[config.mk]
export PLATFORM = sky130hd
export DESIGN_NAME = uart_tx_arbiter
export DESIGN_NICKNAME = d
export VERILOG_FILES = /design/src/rtl/uart_tx_arbiter.sv
export SDC_FILE = /design/constraint.sdc
export NUM_CORES = 1
export LEC_CHECK = 0
export BUFFER_PORTS_ARGS = -buffer_cell sky130_fd_sc_hd__buf_4
export CAP_MARGIN = 20
export CORE_MARGIN = 4
export CORE_UTILIZATION = 35
export CTS_BUF_LIST = sky130_fd_sc_hd__clkbuf_16
export DETAILED_ROUTE_END_ITERATION = 7
export GPL_TIMING_DRIVEN = 0
export PLACE_DENSITY = 0.61
export SLEW_MARGIN = 30
export SYNTH_ARGS = -nofsm -noshare
export SYNTH_HDL_FRONTEND = slang
export SYNTH_SLANG_ARGS = --single-unit
[constraint.sdc]
create_clock -name clk -period 2.2 [get_ports clk]
set_input_delay 0.44 -clock clk [delete_from_list [all_inputs] [get_ports clk]]
set_output_delay 0.44 -clock clk [all_outputs]
set_load 0.05 [all_outputs]
[src/rtl/uart_tx_arbiter.sv]
// uart_tx_arbiter: round-robin sharing of one UART transmitter among N_REQ byte FIFOs
module uart_tx_arbiter #(
  parameter int N_REQ = 4,
  parameter int DATA_W = 8,
  parameter int BURST_MAX = 4,
  parameter int TIMEOUT_CYC = 200000
) (
  input  logic                    clk,
  input  logic                    reset,
  input  logic                    en,
  input  logic [N_REQ-1:0]        req_empty,
  input  logic [N_REQ*DATA_W-1:0] req_data,
  output logic [N_REQ-1:0]        req_rd,
  output logic                    tx_start,
  output logic [DATA_W-1:0]       tx_din,
  input  logic                    tx_done_tick,
  output logic [N_REQ-1:0]        grant,
  output logic                    busy,
  output logic                    err_timeout
);
  localparam int PW = $clog2(N_REQ);
  localparam int BW = $clog2(BURST_MAX + 1);
  localparam int WW = $clog2(TIMEOUT_CYC + 1);
  localparam logic [BW-1:0] BURST_LAST = BW'(BURST_MAX - 1);
  localparam logic [WW-1:0] WAIT_LAST = WW'(TIMEOUT_CYC - 1);
  typedef enum logic [2:0] {IDLE, POP, LOAD, START, WAIT} state_t;
  state_t state, state_nx;
  logic [PW-1:0] rr_ptr, owner, pick;
  logic [BW-1:0] burst_cnt;
  logic [WW-1:0] wait_cnt;
  logic found, go, more, expire;
  // descending scan so the requester closest after rr_ptr is the last one assigned
  always_comb begin
    pick = rr_ptr;
    found = 1'b0;
    for (int i = N_REQ; i >= 1; i--) begin
      if (!req_empty[PW'((int'(rr_ptr) + i) % N_REQ)]) begin
        pick = PW'((int'(rr_ptr) + i) % N_REQ);
        found = 1'b1;
      end
    end
  end
  assign go = en && found;
  assign more = burst_cnt < BURST_LAST && !req_empty[owner] && en;
  assign expire = wait_cnt == WAIT_LAST;
  always_ff @(posedge clk) state <= reset ? IDLE : state_nx;
  always_comb begin
    state_nx = state;
    case (state)
      IDLE:    state_nx = go ? POP : IDLE;
      POP:     state_nx = LOAD;
      LOAD:    state_nx = START;
      START:   state_nx = WAIT;
      WAIT:    state_nx = tx_done_tick ? (more ? POP : IDLE) : (expire ? IDLE : WAIT);
      default: state_nx = IDLE;
    endcase
  end
  always_comb begin
    busy = state != IDLE;
    grant = busy ? N_REQ'(1) << owner : '0;
    req_rd = state == POP ? grant : '0;
    tx_start = state == START;
    err_timeout = state == WAIT && !tx_done_tick && expire;
  end
  always_ff @(posedge clk) begin
    if (reset) begin
      rr_ptr <= PW'(N_REQ - 1);
      owner <= '0;
      burst_cnt <= '0;
      wait_cnt <= '0;
      tx_din <= '0;
    end else begin
      if (state == IDLE && go) begin
        rr_ptr <= pick;
        owner <= pick;
        burst_cnt <= '0;
      end
      if (state == LOAD) tx_din <= req_data[owner*DATA_W +: DATA_W];
      if (state == START) wait_cnt <= '0;
      if (state == WAIT) begin
        if (tx_done_tick) burst_cnt <= burst_cnt + 1'b1;
        else wait_cnt <= wait_cnt + 1'b1;
      end
    end
  end
endmodule
Yosys cells after proc, flatten, opt, wreduce, memory -nomap -nowiden
Index checks and enable logic that the tools add are counted.
{"block": "word_totals", "out_inout_bits": 19, "elab_cells": 70, "input_bits": 40, "ff_bits": 36}
{"block": "op_classes", "n_eq_ne": 5, "magnitude_cmp": 6, "n_mux": 35, "n_addsub": 6, "n_shift": 2, "n_reduce_logical": 10}
{"op": "two-way mux 18 bit", "n": 3}
{"op": "indexed part select 32 x 6 -> 8 bit", "n": 1}
{"op": "adder 18 x 1 -> 18 bit, second input constant", "n": 1}
{"op": "equality test 18 bit, second input constant", "n": 1}
{"op": "< comparator 2 x 4 -> 1 bit, second input constant", "n": 4}
{"op": "two-way mux 1 bit", "n": 15}
{"op": "two-way mux 3 bit", "n": 5}
{"op": "one-hot mux 3 bit (5 select lines)", "n": 1}
{"op": "binary-select mux 1 bit (select 2 bit)", "n": 5}
{"op": "two-way mux 2 bit", "n": 4}
{"op": "two-way mux 4 bit", "n": 2}
{"op": "equality test 3 x 2 -> 1 bit, second input constant", "n": 2}
{"op": "logical AND 1 bit", "n": 6}
{"op": "adder 2 x 1 -> 2 bit, second input constant", "n": 2}
{"op": "adder 2 bit, second input constant", "n": 2}
{"op": "<< shifter 1 x 2 -> 4 bit, first input constant", "n": 1}
{"op": "adder 3 x 1 -> 3 bit, second input constant", "n": 1}
{"op": "equality test 3 x 1 -> 1 bit, second input constant", "n": 1}
{"op": "equality test 3 bit, second input constant", "n": 1}
{"op": "zero test 3 bit", "n": 1}
{"op": "< comparator 2 x 3 -> 1 bit, second input constant", "n": 1}
{"op": "< comparator 3 x 2 -> 1 bit, second input constant", "n": 1}
{"op": "nonzero test 3 bit", "n": 1}
{"op": "zero test 1 bit", "n": 2}

Logic depth before layout (Yosys ltp)
{"block": "logic_depth", "word_depth": 13, "mapped_depth": 7, "mapped_depth_nobuf": 5}

Worst setup path after synthesis
OpenSTA, ideal clock, no wires.
{"block": "synth_path", "path_kind": "reg2out", "start": "reg state[1]", "end": "out err_timeout", "stages_incl_launch_ff": 6, "path_buffers": 3, "arrival_time_ns": 2.361, "slack_ns": -0.601, "required_time_ns": 1.760, "cell_sequence": "dfxtp_1 buf_6 or4b_4 buf_6 clkbuf_1 nor3_1"}
{"block": "synth_via", "elab_chain_cells": 3}
{"item": "start, declared", "line_no": "27", "source": "state_t state, state_nx;"}
{"item": "start signal, assigned", "line_no": "46", "source": "always_ff @(posedge clk) state <= reset ? IDLE : state_nx;"}
{"item": "equality test 3 bit", "line_no": "63", "source": "err_timeout = state == WAIT && !tx_done_tick && expire;"}
{"item": "logical AND 1 bit (2 in series)", "line_no": "63"}
{"item": "end, declared", "line_no": "19", "source": "output logic err_timeout"}
Every way passes these cells.

Final worst setup path
{"block": "layout_path", "start": "reg wait_cnt[14]", "end": "out err_timeout"}
{"block": "layout_via", "elab_chain_cells": 2}
{"item": "start, declared", "line_no": "30", "source": "logic [WW-1:0] wait_cnt;"}
{"item": "start signal, assigned", "line_no": "82", "source": "else wait_cnt <= wait_cnt + 1'b1;"}
{"item": "equality test 18 bit", "line_no": "45", "source": "assign expire = wait_cnt == WAIT_LAST;"}
{"item": "logical AND 1 bit", "line_no": "63"}
Every way passes these cells.

==> run_results.csv <==
group,metric,value,unit
status,status,"finished with violations",
status,violations,"setup timing",
timing,relSlewSlack,0.371,
clocking,cts_sinks,36,
worst_setup_path,rrSetupSlack,0.08,ns
global_routing,grt_max_degree,19,
timing,fmax,446,MHz
timing,rsz0062_at_grt,"true",
worst_setup_path,worst_r2r_path_depth,6,
global_routing,antenna_found_initial,0,
synth,synth-edff-count,0,
synth,yosys_warnings,0,
floorplan,core,5610,um^2
global_routing,grt_pass1_vias,1967,
timing,finClkSkew,0.00545,ns
synth,syn-num-nets,289,
drt,drt-initial-drc-count,58,
worst_setup_path,r2r-start,"state[1]$_SDFF_PP0_",
synth,syn_inst,247,
global_routing,grt_overflow,0,
floorplan,ios,59,
timing,setup_ws,-0.0442,ns
finish,seqCellArea,728,um^2
timing,period_needed,2.24,ns
finish,diodes,0,
placed_design,gp_congestion,0.800,
floorplan,start_util,0.365,
worst_setup_path,critPathLaunchType,"flip-flop",
worst_setup_path,r2r-end,"wait_cnt[7]$_SDFF_PP0_",
synth,ys_seq_area_frac,0.352,
synth,synth_flop_cell,"dfxtp_1",
clocking,insertion_delay,0.28,ns
drt,drt_wl_total,5520,um
floorplan,die_w,84.5,um
floorplan,core.rowCount,27,
worst_setup_path,worstPathArrival,1.80,ns
synth,synth_area_leaders,"dfxtp_1 35%, mux4_2 9.9%, nand2_1 5.5%, nor2_1 4.9%, a21oi_1 4.6%",
drt,met2_length,2510,um
drt,ant_nets,0,
drt,drt_pass1_iterations,4,
timing,period_share,1.02,
worst_setup_path,cp_max_fo,3,
power,leakage,0.00113,uW
finish,fill_cells,562,
clocking,htreeDepth,2,
global_routing,grtUsageTotal,0.156,
timing,drv_slew,0,
timing,setup_viol,1,
drt,top_layer,"met4",
synth,synth.distinct_cells,46,
drt,wire_per_inst,14.0,um
synth,ys_seq_elements,36,
hold_path,min_from,"reset",
finish,drive_gt1_frac,0.346,
finish,final_common_cell,"buf_4",
hold_path,holdPathEnd,"wait_cnt[15]$_SDFF_PP0_",
synth,synthArstFlopShare,0,
finish,final_cell_mix,"67 x buf_4, 34 x dfxtp_1, 30 x nand2_1",
finish,nets,362,
placed_design,port_buffers,58,
power,irDropWorstVdd,0.000464,V
worst_setup_path,cp_data_required_time,1.76,ns
floorplan,design.die.area,7140,um^2
power,power.density,838,nW/um^2
hold_path,holdPathStages,3,
timing,report.final.hold_viol_count,0,
placed_design,place_hpwl,4020,um
clocking,clock-root-buffer,"clkbuf_16",
placed_design,post-place-ws,-0.129,ns
global_routing,grt_pass1_wl,9100,um
timing,worst_pin_slew,0.936,ns
finish,syn_to_final_growth,42.9,%
drt,wirelength_met1,2520,um
worst_setup_path,end_kind,"primary output",
synth,netlist.top_cell.by_area,"dfxtp_1",
worst_setup_path,worstSetupPathType,"reg -> out",
flow_run,drv_cap,0,
clocking,cts_hold_buf,0,
clocking,cts_tree,"yes",
drt,via_per_inst,5.26,
floorplan,die_h,84.5,um
drt,drc,0,
finish,multi_input_area,1280,um^2
synth,postSynthAreaPerCell,8.30,um^2
timing,hold_ws,0.454,ns
power,power,2450,uW
clocking,cts_made_buffers,5,
synth,synth_top_area_share,0.352,
hold_path,hold_path.class,"in -> reg",
clocking,clkSlewWorstSetupHoldPaths,0.06,ns
synth,synth_area,2050,um^2
drt,route.vias.total,2068,
drt,dr_wl_met3,421,um
clocking,cts.path.max_buffers,2,
==> flip-flops by register name, indices dropped and copies added, names as in the netlist <==
name,flops
wait_cnt,18
tx_din,8
burst_cnt,3
state,3
owner,2
rr_ptr,2
==> per-layer routing <==
layer  vias up  track usage
li1       1049            -
met1       954        0.190
met2        59        0.258
met3         6       0.0569
met4         0       0.0475
met5         -            0
==> worst max-delay path: stages (launching register included) <==
cell and delay, ns:
dfxtp_4 0.35, or4_4 0.52, nor2_2 0.09, nand4_1 0.19, nor3_4 0.19, buf_6 0.18
==> report_power, final <==
| group | switching [uW] | internal [uW] | total, uW |
|---|---|---|---|
| logic | 417 | 273 | 690 |
| registers | 31.5 | 694 | 726 |
| clock network | 275 | 764 | 1040 |
| total | 723 | 1730 | 2450 |
==> cells in the mapped netlist (all sizes together) (2+ instances only) <==
cell type,count
nand3,14
nor3,14
ha,2
mux2,4
nor4,6
nand4,7
dfxtp,36
nand3b,2
nand2,30
a21oi,19
xnor2,3
or3,4
mux4,9
o21ai,9
nor4b,2
or4,2
clkbuf,13
nor2,27
and3,3
nor3b,2
a211oi,2
inv,6
or4b,2
nand2b,8
buf,3
==> logic make-up after synthesis <==
kind of cell	count (synthesis)	synth area share
AOI/OAI and AO/OA	42	0.126
xor gates and xnor gates	4	0.0171
adders and majority gates	2	0.0122
buffers and inverters	22	0.0476
DFF	36	0.352
muxes	14	0.126
and+or+nand+nor	127	0.319
==> worst max path at each step <==
stage / from / to / cells after the start
3_3_place_gp: tx_done_tick / err_timeout / 6
5_1_grt: wait_cnt[15]$_SDFF_PP0_ / err_timeout / 5
4_1_cts: state[1]$_SDFF_PP0_ / err_timeout / 5
3_5_place_dp: tx_done_tick / err_timeout / 6
6_report: wait_cnt[14]$_SDFF_PP0_ / err_timeout / 5
2_1_floorplan: state[1]$_SDFF_PP0_ / err_timeout / 5
==> layout make-up <==
cell class | instances | share of cell area
tap | 72 | 0.0308
buffer | 14 | 0.0273
multi-input combinational | 189 | 0.437
inverter | 6 | 0.00769
timing repair buffer | 68 | 0.176
sequential | 36 | 0.249
clock buffer | 5 | 0.0427
clock inverter | 3 | 0.0308
==> metrics by stage <==
stage	instance area [um^2]	util	cells	setup TNS, ns
finish	2930	0.522	393	-0.0442
global route	2930	0.522	393	-0.125
CTS	2830	0.504	384	-0.0582
detailed placement	2590	0.462	377	-0.143
global placement	2590	0.462	377	-0.138
floorplan	2060	-	247	-0.274
==> timing repair <==
| item | CTS | global route |
|---|---|---|
| gates resized for setup | 7 | 12 |
| pin swaps | 0 | 4 |
| setup endpoints to repair | 11 | 9 |
| hold endpoints to repair | 0 | 0 |
| buffers inserted | 1 | 9 |
Note: power is estimated with default switching activity, not from simulation.
